==> src/rtl/regfile_wb_arbiter.sv <==
`default_nettype none
// ============================================================================
// Module      : regfile_wb_arbiter
// Description : Four-way register-file write-back arbiter with a single
//               registered output stage. Holds the stage while stall=1.
//               Define WB_ARB_ROUND_ROBIN_EN to select round-robin
//               arbitration. Otherwise it uses fixed priority (ALU highest).
// Revision    : 1.0 - initial release
// ============================================================================
module regfile_wb_arbiter (
    input  logic         clk,
    input  logic         reset_n,
    input  logic [3:0]   req,
    input  logic [11:0]  req_code,
    input  logic [127:0] req_data,
    output logic [3:0]   ack,
    input  logic         stall,
    output logic [2:0]   RegDst,
    output logic [31:0]  wb_data,
    output logic         RegWrite,
    output logic [1:0]   wb_src,
    output logic         code_err
);

    localparam logic [2:0] C_MAX_LEGAL_CODE = 3'd4;

    logic        w_free;
    logic        w_found;
    logic [1:0]  w_idx;
    logic [1:0]  w_cand;
    logic [2:0]  w_code;
    logic [31:0] w_data;

`ifdef WB_ARB_ROUND_ROBIN_EN
    logic [1:0]  r_ptr;
`endif

    // A valid output blocked by stall is the only condition that freezes the stage.
    assign w_free = ~RegWrite | ~stall;

    always_comb begin
        w_found = 1'b0;
        w_idx   = 2'd0;
        w_cand  = 2'd0;
        for (int k = 0; k < 4; k++) begin
`ifdef WB_ARB_ROUND_ROBIN_EN
            w_cand = r_ptr + 2'(k);
`else
            w_cand = 2'(k);
`endif
            if (!w_found && req[w_cand]) begin
                w_found = 1'b1;
                w_idx   = w_cand;
            end
        end
    end

    always_comb begin
        w_code = 3'd0;
        w_data = 32'd0;
        for (int i = 0; i < 4; i++) begin
            if (w_idx == 2'(i)) begin
                w_code = req_code[3*i +: 3];
                w_data = req_data[32*i +: 32];
            end
        end
    end

    always_comb begin
        ack = 4'b0000;
        if (reset_n && w_free && w_found) begin
            ack[w_idx] = 1'b1;
        end
    end

    always_ff @(posedge clk or negedge reset_n) begin
        if (!reset_n) begin
            RegWrite <= 1'b0;
            RegDst   <= 3'd0;
            wb_data  <= 32'd0;
            wb_src   <= 2'd0;
            code_err <= 1'b0;
`ifdef WB_ARB_ROUND_ROBIN_EN
            r_ptr    <= 2'd0;
`endif
        end else if (w_free) begin
            if (w_found) begin
                if (w_code <= C_MAX_LEGAL_CODE) begin
                    RegWrite <= 1'b1;
                    RegDst   <= w_code;
                    wb_data  <= w_data;
                    wb_src   <= w_idx;
                end else begin
                    // Illegal code: consume the request but never write it.
                    RegWrite <= 1'b0;
                    code_err <= 1'b1;
                end
`ifdef WB_ARB_ROUND_ROBIN_EN
                r_ptr <= w_idx + 2'd1;
`endif
            end else begin
                RegWrite <= 1'b0;
            end
        end
    end

endmodule
`default_nettype wire
==> config.mk <==
export PLATFORM = sky130hd
export DESIGN_NAME = regfile_wb_arbiter
export DESIGN_NICKNAME = d
export VERILOG_FILES = /design/src/rtl/regfile_wb_arbiter.sv
export SDC_FILE = /design/constraint.sdc
export NUM_CORES = 1
export LEC_CHECK = 0
export CAP_MARGIN = 25
export CORE_MARGIN = 5
export CORE_UTILIZATION = 29
export CTS_CLUSTER_DIAMETER = 40
export DETAILED_ROUTE_END_ITERATION = 12
export PLACE_DENSITY = 0.75
export SETUP_SLACK_MARGIN = 0.1
export SYNTH_ARGS = -nofsm -noshare
export SYNTH_HDL_FRONTEND = slang
export SYNTH_SLANG_ARGS = --single-unit
export TNS_END_PERCENT = 1
==> constraint.sdc <==
create_clock -name clk -period 2 [get_ports clk]
set_input_delay 0.3 -clock clk [delete_from_list [all_inputs] [get_ports clk]]
set_output_delay 0.3 -clock clk [all_outputs]
set_load 0.01 [all_outputs]
==> reports/qor.yml <==
outcome: "finished clean"
powerDensity_nw_per_um2: 683.4
whs_ns: 0.3926
p_int_mw: 2.491
clk_latency_ns: 0.29
syn_inst: 242
arrival_ns: 2.08
cp_max_fo: 6
syn_area_per_cell_um2: 10.74
synth_area_um2: 2600
areaGrowthSynthToFinish_pct: 95.72
num_rows: 34
path_clk_slew_ns: 0.08
drive_above_1_share_pct: 23.31
leakagePower_nw: 2.130
setup_viol_count_final: 0
final_common_cell: "clkdlybuf4s50_1"
vias: 2880
power_frac_comb_pct: 49.2
grt_usage_pct: 18.58
cts-htree-levels: 2
fin_crit_sh_pct: 94.92
drc_errors: 0
rsz0062_at_grt: "yes"
grt_max_degree: 33
wl_per_cell_um: 18.21
ys_seq_area_share_pct: 37.54
coreArea_um2: 8721
die_h_um: 104.7
hold_viol: 0
grt_pass1_wl_um: 16640
swShare_pct: 28.36
fmax_ghz: 0.5268
drt-initial-drc-count: 78
antenna_left: 0
yosysWarningCount: 0
grt-ovfl-total: 0
syn_nets: 389
ys_types: 33
root_buffer: "clkbuf_8"
ys_seq_elements: 39
finalSetupTns_ns: 0
cts_num_sinks: 39
antenna_found_initial: 0
finalNetCount: 605
vdd_drop_max_mv: 0.3238
power.share.clock_pct: 18.7
dr.pass1.iters: 4
slew_headroom_pct: 75.22
cp-end-kind: "flip-flop"
worst_pin_slew_ns: 0.3717
cap_violations: 0
antennaDiodeCount: 0
die_x_um: 104.7
cts_tree: "yes"
skew_ns: 0.007354
vias_per_cell: 5.079
mostFrequentLayoutCells: "clkdlybuf4s50_1, a22oi_1, dfrtp_1"
top_level_ports: 190
slew_violations: 0
hp-class: "in -> async"
gp_congestion: 0.8574
layout_min_cycle_time_ns: 1.898
wirelength_um: 10330
worstPathRequired_ns: 2.18
clockBufferDepth: 2
p_seq_share_pct: 32.2
port_buffers: 189
path_class: "in -> reg"
startpoint_type: "input port"
dieArea_um2: 10960
initial_core_util_pct: 29.81
dp_hpwl_um: 7971
grt_pass1_vias: 3232
cts_buffers: 5
p_switching_uw: 986.3
Yosys cell counts:
cell type,instances,share of area [%]
nand2_1,10,1.4
nand3b_4,1,0.77
a21oi_1,1,0.19
o21ai_0,35,6.7
a21oi_2,1,0.34
a22o_1,1,0.34
clkbuf_1,16,2.3
buf_2,3,0.58
o211ai_2,1,0.48
buf_12,3,2.3
nand2b_1,3,0.72
inv_1,3,0.43
o22a_1,1,0.34
nor3_1,1,0.19
nor2_1,7,1.0
nor4b_2,1,0.58
mux2_2,7,3.0
o2bb2ai_1,1,0.34
mux2i_1,1,0.39
or2_1,1,0.24
nor3_2,1,0.39
nand3b_1,1,0.29
a31o_2,1,0.34
a21oi_4,1,0.63
dfrtp_1,39,38
and3_1,1,0.24
or2b_1,1,0.29
buf_6,2,0.87
a2bb2oi_1,1,0.34
a22oi_1,64,18
mux2_4,30,17
a21o_1,1,0.29
nor2b_1,1,0.24
critical path: stages:
cell and delay (ns):
dlygate4sd2_1 0.24, mux2_4 0.26, o211ai_2 0.15, a2bb2oi_2 0.09
nand3b_4 0.17, a21oi_4 0.19, buf_6 0.14, buf_4 0.11
buf_12 0.10, mux2_2 0.32
layout make-up:
cell class / count / area (um2)
well taps: 108 / 135.1
multi-input cells: 176 / 1511
clock inverters: 3 / 43.79
inverters: 3 / 11.26
clock buffers: 5 / 68.82
fillers: 735 / 3632
repair buffers: 233 / 2342
flip-flops and latches: 39 / 975.9
final timing paths:
| kind | startpoint | endpoint | slack, ns | cells after the start |
|---|---|---|---|---|
| setup / recovery | req_code[7] | wb_data[12] | 0.10 | 10 |
| hold reg to reg | code_err | code_err | 0.48 | 1 |
| setup reg to reg | RegWrite | wb_data[12] | 0.27 | 7 |
| min in group clk | code_err | code_err | 0.48 | 1 |
| hold / removal | reset_n | wb_data[11] | 0.39 | 2 |
| max in group asynchronous | reset_n | wb_data[0] | 1.13 | 3 |
registers in the layout, indices dropped and copies added (netlist names):
register,flops
wb_src,2
wb_data,32
code_err,1
RegWrite,1
RegDst,3
per-layer routing:
layer,vias up,part of all wire (%),global-route usage [%]
met1,1345,40,22.00
li1,1365,-,-
met5,-,0,0
met3,15,9.6,7.213
met4,0,1.7,3.927
met2,155,48,32.04
power groups by stage:
| stage | sequential (mW) | clock (mW) | combinational [mW] |
|---|---|---|---|
| detailed placement | 1.13 | 0 | 1.58 |
| global route | 1.15 | 0.723 | 1.82 |
| global placement | 1.12 | 0 | 1.55 |
| CTS | 1.12 | 0.674 | 1.72 |
| floorplan | 1.21 | 0 | 0.590 |
| finish | 1.12 | 0.649 | 1.71 |
kinds of logic after synthesis:
group | synth area share (%)
buffers and inverters | 6.497
multiplexers | 20.74
AO/OA/AOI/OAI | 28.83
AND/OR/NAND/NOR | 6.401
flip-flops | 37.54
what timing repair did:
action                                  in CTS  in global routing
gates cloned                                 3                  0
pin swaps                                    7                  6
resized for setup                           30                 11
endpoints found under the setup margin      41                 39
buffers inserted                            10                  2
hold buffers                                 1                  0
hold endpoints to repair                     4                  0
per-stage QoR:
step	std cells	area, um2	worst slack (ns)	power (mW)	utilization, %
2_1_floorplan	242	2600	-0.04433	1.800	-
3_3_place_gp	543	4731	-0.4191	2.676	54.25
3_5_place_dp	543	4731	-0.4792	2.703	54.25
4_1_cts	565	5054	0.08984	3.511	57.95
5_1_grt	567	5089	0.03929	3.689	58.35
6_report	567	5089	0.1016	3.478	58.35
No activity file was read; power rests on OpenSTA's default activity.
